File: src/rtl/seq_restoring_divider_if.sv
// Handshake bundle for the restoring divider: operand request channel and result channel.
interface seq_restoring_divider_if #(
    parameter int unsigned N = 4
);
    logic         in_valid;
    logic         in_ready;
    logic [N-1:0] dividend;
    logic [N-1:0] divisor;
    logic         out_valid;
    logic         out_ready;
    logic [N-1:0] quotient;
    logic [N-1:0] remainder;
    logic         div_by_zero;

    modport master (
        output in_valid,
        output dividend,
        output divisor,
        output out_ready,
        input  in_ready,
        input  out_valid,
        input  quotient,
        input  remainder,
        input  div_by_zero
    );

    modport slave (
        input  in_valid,
        input  dividend,
        input  divisor,
        input  out_ready,
        output in_ready,
        output out_valid,
        output quotient,
        output remainder,
        output div_by_zero
    );
endinterface

File: src/rtl/seq_restoring_divider.sv
// Iterative unsigned restoring divider: one quotient bit per clock, registered outputs.
module seq_restoring_divider #(
    parameter int unsigned N = 4
) (
    input logic                    i_clk,
    input logic                    i_rst_n,
    seq_restoring_divider_if.slave s_bus
);
    localparam int unsigned CntW = $clog2(N);

    typedef enum logic [1:0] {StIdle, StCalc, StDone} state_e;

    state_e          r_state;
    logic [N:0]      r_rem;
    logic [N-1:0]    r_q;
    logic [N-1:0]    r_divisor;
    logic [CntW-1:0] r_cnt;
    logic            r_in_ready;
    logic            r_out_valid;
    logic [N-1:0]    r_quotient;
    logic [N-1:0]    r_remainder;
    logic            r_dbz;

    logic [N:0]      w_rem_shift;
    logic [N:0]      w_trial;
    logic            w_fits;
    logic [N-1:0]    w_q_next;
    logic [N:0]      w_rem_next;

    always_comb begin
        w_rem_shift = {r_rem[N-1:0], r_q[N-1]};
        w_trial     = w_rem_shift - {1'b0, r_divisor};
        w_fits      = ~w_trial[N];
        w_q_next    = {r_q[N-2:0], w_fits};
        w_rem_next  = w_fits ? w_trial : w_rem_shift;
    end

    always_ff @(posedge i_clk or negedge i_rst_n) begin
        if (!i_rst_n) begin
            r_state     <= StIdle;
            r_rem       <= '0;
            r_q         <= '0;
            r_divisor   <= '0;
            r_cnt       <= '0;
            r_in_ready  <= 1'b1;
            r_out_valid <= 1'b0;
            r_quotient  <= '0;
            r_remainder <= '0;
            r_dbz       <= 1'b0;
        end else begin
            case (r_state)
                StIdle: begin
                    if (s_bus.in_valid && r_in_ready) begin
                        r_divisor  <= s_bus.divisor;
                        r_in_ready <= 1'b0;
                        r_cnt      <= '0;
                        if (s_bus.divisor == '0) begin
                            r_quotient  <= '1;
                            r_remainder <= s_bus.dividend;
                            r_dbz       <= 1'b1;
                            r_state     <= StDone;
                        end else begin
                            r_rem   <= '0;
                            r_q     <= s_bus.dividend;
                            r_dbz   <= 1'b0;
                            r_state <= StCalc;
                        end
                    end
                end
                StCalc: begin
                    r_rem <= w_rem_next;
                    r_q   <= w_q_next;
                    r_cnt <= r_cnt + CntW'(1);
                    if (r_cnt == CntW'(N - 1)) begin
                        r_quotient  <= w_q_next;
                        r_remainder <= w_rem_next[N-1:0];
                        r_out_valid <= 1'b1;
                        r_state     <= StDone;
                    end
                end
                StDone: begin
                    // Zero-divisor path enters here with out_valid still low; raise it one cycle later.
                    if (!r_out_valid) begin
                        r_out_valid <= 1'b1;
                    end else if (s_bus.out_ready) begin
                        r_out_valid <= 1'b0;
                        r_in_ready  <= 1'b1;
                        r_state     <= StIdle;
                    end
                end
                default: r_state <= StIdle;
            endcase
        end
    end

    assign s_bus.in_ready    = r_in_ready;
    assign s_bus.out_valid   = r_out_valid;
    assign s_bus.quotient    = r_quotient;
    assign s_bus.remainder   = r_remainder;
    assign s_bus.div_by_zero = r_dbz;
endmodule

File: src/flat_wrapper.sv
// flat-port wrapper written by rule: the top's interface ports become plain ports
module seq_restoring_divider_flat 
#(
    parameter int unsigned N = 4
)
  (i_clk, i_rst_n, s_bus_in_valid, s_bus_dividend, s_bus_divisor, s_bus_out_ready, s_bus_in_ready, s_bus_out_valid, s_bus_quotient, s_bus_remainder, s_bus_div_by_zero);
  seq_restoring_divider_if #(.N(N)) s_bus_i ();
  input logic i_clk;
  input logic i_rst_n;
  input wire logic [$bits(s_bus_i.in_valid)-1:0] s_bus_in_valid;
  input wire logic [$bits(s_bus_i.dividend)-1:0] s_bus_dividend;
  input wire logic [$bits(s_bus_i.divisor)-1:0] s_bus_divisor;
  input wire logic [$bits(s_bus_i.out_ready)-1:0] s_bus_out_ready;
  output wire logic [$bits(s_bus_i.in_ready)-1:0] s_bus_in_ready;
  output wire logic [$bits(s_bus_i.out_valid)-1:0] s_bus_out_valid;
  output wire logic [$bits(s_bus_i.quotient)-1:0] s_bus_quotient;
  output wire logic [$bits(s_bus_i.remainder)-1:0] s_bus_remainder;
  output wire logic [$bits(s_bus_i.div_by_zero)-1:0] s_bus_div_by_zero;
  assign s_bus_i.in_valid = s_bus_in_valid;
  assign s_bus_i.dividend = s_bus_dividend;
  assign s_bus_i.divisor = s_bus_divisor;
  assign s_bus_i.out_ready = s_bus_out_ready;
  assign s_bus_in_ready = s_bus_i.in_ready;
  assign s_bus_out_valid = s_bus_i.out_valid;
  assign s_bus_quotient = s_bus_i.quotient;
  assign s_bus_remainder = s_bus_i.remainder;
  assign s_bus_div_by_zero = s_bus_i.div_by_zero;
  seq_restoring_divider #(.N(N)) u_core (.i_clk(i_clk), .i_rst_n(i_rst_n), .s_bus(s_bus_i));
endmodule
File: config.mk
export PLATFORM = sky130hd
export DESIGN_NAME = seq_restoring_divider_flat
export DESIGN_NICKNAME = d
export VERILOG_FILES = /design/src/rtl/seq_restoring_divider_if.sv /design/src/rtl/seq_restoring_divider.sv /design/src/flat_wrapper.sv
export SDC_FILE = /design/constraint.sdc
export NUM_CORES = 1
export LEC_CHECK = 0
export CAP_MARGIN = 25
export CORE_MARGIN = 3
export CORE_UTILIZATION = 55
export DETAILED_ROUTE_END_ITERATION = 6
export GPL_ROUTABILITY_DRIVEN = 0
export PLACE_DENSITY_LB_ADDON = 0.3
export SLEW_MARGIN = 5
export SYNTH_ARGS = -nofsm -noshare
export SYNTH_HDL_FRONTEND = slang
export SYNTH_SLANG_ARGS = --single-unit
export TNS_END_PERCENT = 20
File: constraint.sdc
create_clock -name i_clk -period 3.8 [get_ports i_clk]
set_input_delay 1.14 -clock i_clk [delete_from_list [all_inputs] [get_ports i_clk]]
set_output_delay 1.14 -clock i_clk [all_outputs]
set_load 0.01 [all_outputs]
After elaboration in Yosys (flattened, before gate mapping)
Cells that the tools add are included.
- register bits: 27
- input port bits: 12
- output and inout port bits: 11
- logic and storage cells: 67
- $add $sub $neg: 2
- equal/unequal tests: 9
- mux-type cells: 32
- bitwise gates (word level): 1
- reduce and logical (&&, ||, !) cells: 13
- operators with widths (kind ; number):
    2-to-1 mux 4 bit ; 11
    case mux 4 bit (2 select lines) ; 4
    2-to-1 mux 2 bit ; 6
    AND reduction 4 bit ; 3
    inequality test 2 x 1 -> 1 bit (second input constant) ; 4
    2-to-1 mux 1 bit ; 7
    case mux 2 bit (3 select lines) ; 1
    AND reduction 2 bit ; 3
    nonzero test 2 bit ; 3
    subtractor 5 x 4 -> 5 bit ; 1
    equality test 2 bit (second input constant) ; 2
    logical NOT 4 bit ; 1
    inequality test 2 bit (second input constant) ; 2
    case mux 1 bit (2 select lines) ; 2
    case mux 2 bit (2 select lines) ; 1
    AND reduction 3 bit ; 1
    adder 2 x 1 -> 2 bit (second input constant) ; 1
    equality test 2 x 1 -> 1 bit (second input constant) ; 1
    logical NOT 2 bit ; 1
    logical AND 1 bit ; 1
    inverter 1 bit ; 1

Longest topological paths before layout
Gate-level depths: netlist (run 1).
- depth in word-level cells: 4
- depth in mapped cells: 9
- mapped depth without buffers: 9

Worst setup path after synthesis (run 1)
No wires, ideal clock.
- path kind: in2reg
- start point: input port s_bus_divisor[1]
- end point: register u_core.r_q[0]
- library setup time: 130 ps
- data arrival time: 2040 ps
- data required time: 3670 ps
- path slack: 1631 ps
- stages on the path: 6
- path buffers: 1
- cells stage by stage: nor4_2 -> nand3b_1 -> a21oi_1 -> buf_2 -> nor2_1 -> a31oi_1
- longest elaborated chain between the ends: 3
- ends and longest elaborated chain (item ; line ; text):
    start, declared ; flat_wrapper.sv:12 ; input wire logic [$bits(s_bus_i.divisor)-1:0] s_bus_divisor;
    logical NOT 4 bit ; seq_restoring_divider.sv:57 ; if (s_bus.divisor == '0) begin
    inequality test 2 bit (no source line) ; - ;
    AND reduction 3 bit (no source line) ; - ;
    end signal, assigned ; seq_restoring_divider.sv:64 ; r_q <= s_bus.dividend;
    end signal, assigned ; seq_restoring_divider.sv:72 ; r_q <= w_q_next;
    end, declared ; seq_restoring_divider.sv:15 ; logic [N-1:0] r_q;
Every way passes these cells.
A chain may end at the register's enable or synchronous reset.

Final worst setup path (run 1)
- start point: input port s_bus_divisor[0]
- end point: register u_core.r_rem[3]
- longest elaborated chain between the ends: 3
- ends and longest elaborated chain (item ; line ; text):
    logical NOT 4 bit ; seq_restoring_divider.sv:57 ;
    inequality test 2 bit (no source line) ; - ;
    AND reduction 3 bit (no source line) ; - ;
    end signal, assigned ; seq_restoring_divider.sv:71 ; r_rem <= w_rem_next;
    end, declared ; seq_restoring_divider.sv:14 ; logic [N:0] r_rem;
Every way passes these cells.

==> results_dict.tcl, run 1 <==
set metrics [dict create \
    outcome "finished clean" \
    synthTopCellsByCount "dfrtp_1, nand2_1, inv_1, nor2_1" \
    whs_path_depth 2 \
    clk_latency_ns 0.34 \
    fin_crit_sh_pct 72.95 \
    worst_slew_pin_slew_ns 0.8623 \
    grt_pass1_vias 1198 \
    vias_per_cell 5.933 \
    synth_area_per_cell_um2 9.653 \
    cts_setup_buffers 0 \
    cts_buffer_depth 2 \
    powerDensity_nw_per_um2 791.7 \
    regToRegStartpoint "u_core.r_q[3]" \
    via_count 1145 \
    dr.pass1.iters 4 \
    yosys.area.top_type "dfrtp_1" \
    finalSetupViolCount 0 \
    dp_hpwl_mm 2.291 \
    gr-usage-met1_pct 27.53 \
    fin_cells 193 \
    timing.max_cap.violations 0 \
    start_kind "primary input" \
    intPower_uw 753.5 \
    clock-sinks 27 \
    met3_usage_pct 2.759 \
    overflow 0 \
    yosysMostFrequentCell "dfrtp_1" \
    groute.layer.met2.usage_pct 36.06 \
    htreeDepth 1 \
    grtUsageTotal_pct 21.58 \
    post_drt_wl_per_cell_um 15.59 \
    drc 0 \
    die_h_um 56.28 \
    dieWidth_um 56.28 \
    ys.flop_type "dfrtp_1" \
    slowest_stage "a21oi_1" \
    rsz0062_at_grt "false" \
    die_area_um2 3167 \
    ff2ff_setup_slack_ns 1.55 \
    rows 17 \
    synthTopCellsByArea "dfrtp_1, nand2_1, ha_1" \
    worst_ep_arrival_time_ns 3.01 \
    endpoint_kind "flip-flop" \
    pwr-share-comb_pct 51.7 \
    cts_buffers 3 \
    setup_tns_ns 0 \
    start_util_pct 60.51 \
    fmax_ghz 0.3607 \
    hold_viol 0 \
    fin_crit_ns 2.772 \
    cp_data_required_time_ns 4.04 \
    regArea_um2 676.9 \
    drive_gt1_share_pct 7.273 \
    syn_inst 144 \
    layout_setup_ws_ns 1.028 \
    hold_end "u_core.s_bus.div_by_zero" \
    path_class "in2reg" \
    ys_seq_elements 27 \
    multi_input_area_um2 626.9 \
    grt_max_degree 28 \
    syn_area_um2 1390 \
    swShare_pct 42.02 \
    hp-class "reg2reg" \
    seqPwrFrac_pct 38.1 \
    path_delay_family "compound AO/OA/AOI/OAI gates" \
    cp_num_buf_inv 1 \
    antenna_found_initial 0 \
    ys_types 38 \
    wl_mm 3.008 \
    grt.busiest_layer "met2" \
    synth-seq-area-share_pct 48.69 \
    critPathMaxFanout 12 \
    p_switching_uw 546.2 \
    post_cts_resized 0 \
    ctsHoldBuffers 0 \
    syn_nets 162 \
    place_ws_ns 0.6657 \
    core_area_um2 2297 \
    cts_tree "built" \
    fin_nets 184 \
    synth-warning-count 0 \
    reg2reg_depth 9 \
    drt_iter0_drc 54 \
    cp_cell_sequence "clkdlybuf4s50_1 > nor4_2 > nand3b_1 > a21oi_1 > o32ai_1 > a21o_1" \
    max_stage_delay_ns 0.70 \
    peakVddDrop_uv 624.7 \
    async_flop_share_pct 100.0 \
    clockRootBuffer "clkbuf_4" \
    regToRegEndpoint "u_core.s_bus.remainder[0]" \
    area_growth_syn_to_layout_pct 18.09 \
    grt_first_pass_wirelength_mm 5.382 \
    synth_edf_count 0 \
    io_buffers 22 \
    detail-route-antenna-nets 0 \
    clk_pin_slew_ns 0.16 \
    pwr-share-clk_pct 10.2 \
    min-delay-start "u_core.s_bus.div_by_zero" \
    dp.cells 189 \
    boundaryPins 23 \
    drv_slew 0 \
    p_leak_uw 0.0007156 \
    holdWs_ns 0.5052 \
    antenna_cells 0 \
    fillCellCount 178 \
    maxSlewHeadroom_pct 42.51 \
    yosysTopAreaCellShare_pct 46.80 \
    fin_skew_ns 0.01384 \
]
==> placed cells by master, fill, tap and decap left out, types with 2 or more instances in the layout <==
master	Yosys	final
a31oi_1	6	6
a21oi_1	10	10
clkbuf_4	0	3
clkdlybuf4s50_1	0	22
a21o_1	2	2
a211oi_1	2	2
nor2_1	11	11
ha_1	5	5
o21bai_1	3	3
o22a_1	5	5
inv_1	12	12
nand2_1	21	21
o21ai_0	10	10
nand3_1	3	3
dfrtp_1	26	26
==> worst register-to-register path, stage by stage, from the launching register on <==
cell and delay, ns:
dfrtp_1 0.43, inv_1 0.06, ha_1 0.13, inv_1 0.06
fa_1 0.41, and3_1 0.20, nor3_2 0.25, nor2_2 0.12
a211o_1 0.34, a31oi_1 0.17
==> registers in the layout, summed over array words and instances, names as in the netlist <==
signal / count
u_core.r_divisor: 4
u_core.r_q: 4
u_core.r_rem: 4
u_core.s_bus.quotient: 4
u_core.s_bus.remainder: 4
u_core.r_cnt: 2
u_core.r_state: 2
u_core.s_bus.div_by_zero: 1
u_core.s_bus.in_ready: 1
u_core.s_bus.out_valid: 1
==> logic make-up after synthesis <==
logic type,after synthesis,share of synthesized area (%)
AO/OA/AOI/OAI,46,22.05
AND/OR/NAND/NOR,44,15.03
flip-flops,27,48.69
buffers and inverters,18,6.210
adder cells (fa/ha/maj),6,5.941
XOR/XNOR,2,1.260
multiplexers,1,0.8100
==> through the flow <==
step / utilization [%] / area (um2) / power (uW)
after floorplan: - / 1390 / 941.8
after global placement: 70.15 / 1612 / 1127
after detailed placement: 70.15 / 1612 / 1167
after CTS: 71.46 / 1642 / 1297
after global routing: 71.46 / 1642 / 1408
final: 71.46 / 1642 / 1300
==> power by group through the flow <==
stage / clock, uW / sequential (uW) / combinational, uW
floorplan: 0 / 499 / 443
global placement: 0 / 492 / 635
detailed placement: 0 / 499 / 668
CTS: 133 / 493 / 671
global route: 142 / 511 / 755
finish: 133 / 495 / 672
==> metal layers <==
metal	share of wire [%]	wire (um)
met5	0	0
met2	50	1510
met3	4.5	136
met1	43	1290
met4	2.3	70
==> worst max-delay path by stage <==
stage,start,end,slack [ns],cells past startpoint
finish,s_bus_divisor[0],u_core.r_rem[3],1.03,6
floorplan,s_bus_divisor[1],u_core.r_q[0],1.63,6
CTS,s_bus_divisor[3],u_core.r_rem[3],1.04,6
detailed placement,s_bus_divisor[3],u_core.r_rem[3],0.67,6
global placement,s_bus_divisor[1],u_core.r_rem[3],0.82,6
global route,s_bus_divisor[3],u_core.r_rem[3],0.86,6
==> final cells by class <==
type                            count  share of cell area [%]
Sequential cell                    27                   41.23
Multi-Input combinational cell     99                   38.19
Timing Repair Buffer               23                   13.87
Inverter                           12                   2.744
Tap cell                           28                   2.134
Clock buffer                        3                   1.372
Clock inverter                      1                  0.4573
Note: power is estimated with default switching activity, not from simulation.
==> inputs of run 2 (changes only) <==
--- a/config.mk
+++ b/config.mk
@@ -7,7 +7,7 @@
 export LEC_CHECK = 0
 export CAP_MARGIN = 25
 export CORE_MARGIN = 3
-export CORE_UTILIZATION = 55
+export CORE_UTILIZATION = 47
 export DETAILED_ROUTE_END_ITERATION = 6
 export GPL_ROUTABILITY_DRIVEN = 0
 export PLACE_DENSITY_LB_ADDON = 0.3
==> constraint.sdc (replaced) <==
create_clock -name i_clk -period 2.5 [get_ports i_clk]
set_input_delay 0.75 -clock i_clk [delete_from_list [all_inputs] [get_ports i_clk]]
set_output_delay 0.75 -clock i_clk [all_outputs]
set_load 0.01 [all_outputs]
==> run 2 against run 1 <==
Compared with the run above: die area increased by 15%; sequential cell count unchanged; sequential share of layout area decreased by 0.74 points; critical path depth increased by 3; count of clock-buffer cells in the layout increased by 1; setup slack got worse by 0.78 ns; clock skew decreased by 0.013 ns; via count decreased by 1.7%; highest routed layer unchanged; global-route usage decreased by 2.6 points; critical path type is now reg2reg; total power increased by 51%; register-to-register slack got worse by 1.3 ns; wire length decreased by 1.8%.
==> results_dict.tcl, run 2 (same netlist as run 1, synthesis figures left out) <==
set metrics [dict create \
    outcome "finished clean" \
    fin_nets 188 \
    post_drt_wl_per_cell_um 14.78 \
    p_leak_uw 0.0007382 \
    grt_first_pass_wirelength_mm 5.188 \
    clock-sinks 27 \
    endpoint_kind "flip-flop" \
    dr.pass1.iters 4 \
    dp_hpwl_mm 2.255 \
    peakVddDrop_uv 919.6 \
    setup.worst_path.start "u_core.r_q[3]" \
    fin_crit_ns 2.252 \
    vias_per_cell 5.630 \
    fin_crit_sh_pct 90.09 \
    die_h_um 60.39 \
    place_ws_ns 0.1278 \
    multi_input_area_um2 626.9 \
    rows 19 \
    fin_skew_ns 0.001342 \
    post_cts_resized 0 \
    drc 0 \
    grtUsageTotal_pct 18.98 \
    pwr-share-comb_pct 52.3 \
    via_count 1126 \
    p_switching_uw 805.4 \
    core_area_um2 2781 \
    clk_latency_ns 0.32 \
    fmax_ghz 0.4440 \
    start_util_pct 49.98 \
    regToRegStartpoint "u_core.r_q[3]" \
    io_buffers 22 \
    min-delay-start "u_core.r_cnt[0]" \
    clockRootBuffer "clkbuf_4" \
    antenna_found_initial 0 \
    critPathMaxFanout 6 \
    drt_iter0_drc 79 \
    cts_setup_buffers 0 \
    htreeDepth 1 \
    overflow 0 \
    worst_slew_pin_slew_ns 0.4184 \
    path_class "reg2reg" \
    rsz0062_at_grt "false" \
    pwr-share-clk_pct 9.5 \
    cts_tree "built" \
    grt_pass1_vias 1138 \
    cts_buffer_depth 2 \
    swShare_pct 40.96 \
    setup_tns_ns 0 \
    hp-class "reg2reg" \
    area_growth_syn_to_layout_pct 20.25 \
    die_area_um2 3646 \
    fillCellCount 246 \
    intPower_uw 1161 \
    drv_slew 0 \
    timing.max_cap.violations 0 \
    cp_data_required_time_ns 2.76 \
    layout_setup_ws_ns 0.2476 \
    antenna_cells 0 \
    maxSlewHeadroom_pct 72.11 \
    seqPwrFrac_pct 38.2 \
    grt_max_degree 28 \
    hold_viol 0 \
    detail-route-antenna-nets 0 \
    clk_pin_slew_ns 0.14 \
    regArea_um2 676.9 \
    layout_common_cells "dfrtp_1, clkdlybuf4s50_1, nand2_1" \
    layout_commonest_cell "dfrtp_1" \
    boundaryPins 23 \
    wl_mm 2.955 \
    finalSetupViolCount 0 \
    ctsHoldBuffers 0 \
    start_kind "flip-flop" \
    powerDensity_nw_per_um2 1176 \
    fin_util_pct 60.10 \
    dieWidth_um 60.39 \
    worst_ep_arrival_time_ns 2.51 \
    power.total_uw 1966 \
    cts_buffers 3 \
    drive_gt1_share_pct 8.876 \
]
==> run 2: metrics by stage <==
stage / std cells / hold slack (ns) / area [um2]
after global placement: 196 / 0.4669 / 1645
after detailed placement: 196 / 0.4740 / 1645
after floorplan: 144 / 0.4544 / 1390
after CTS: 200 / 0.5073 / 1672
after global routing: 200 / 0.5327 / 1672
final: 200 / 0.5081 / 1672
==> run 2: path summary, 6_finish.rpt <==
| path | to | slack [ns] | cells past startpoint |
|---|---|---|---|
| setup / recovery | u_core.s_bus.remainder[0] | 0.25 | 9 |
| hold / removal | u_core.r_cnt[0] | 0.51 | 1 |
| setup reg to reg | u_core.s_bus.remainder[0] | 0.25 | 9 |
| hold reg to reg | u_core.r_cnt[0] | 0.51 | 1 |
| max in group asynchronous | u_core.s_bus.in_ready | 1.42 | 2 |
| min in group asynchronous | u_core.r_state[1] | 0.78 | 2 |
==> run 2: power groups by stage <==
stage	logic (uW)	clock network, uW	registers [uW]
2_1_floorplan	673	0	758
3_3_place_gp	997	0	752
3_5_place_dp	1020	0	760
4_1_cts	1030	195	753
5_1_grt	1170	206	777
6_report	1030	186	752
==> run 2: routing by layer <==
layer / vias up / global-route usage (%) / wire, um / part of all wire [%]
met4: 0 / 6.646 / 48 / 1.6
met3: 5 / 2.766 / 105 / 3.6
li1: 554 / - / - / -
met1: 544 / 25.71 / 1417 / 48
met2: 23 / 31.17 / 1384 / 47
met5: - / 0 / 0 / 0
==> run 2: area by class of cell <==
cell class	count	share of cell area, %
clock buffers	4	1.572
inverters	12	2.695
multi-input cells	99	37.50
flip-flops and latches	27	40.49
well taps	31	2.320
repair buffers	27	15.42
==> run 2: worst max-delay path, cell delays in order, from the launching register on <==
cell and delay, ns:
dfrtp_1 0.42, inv_1 0.06, ha_1 0.13, inv_1 0.06, fa_1 0.42, and3_1 0.20
nor3_2 0.25, nor2_2 0.12, a211o_1 0.34, a31oi_1 0.18
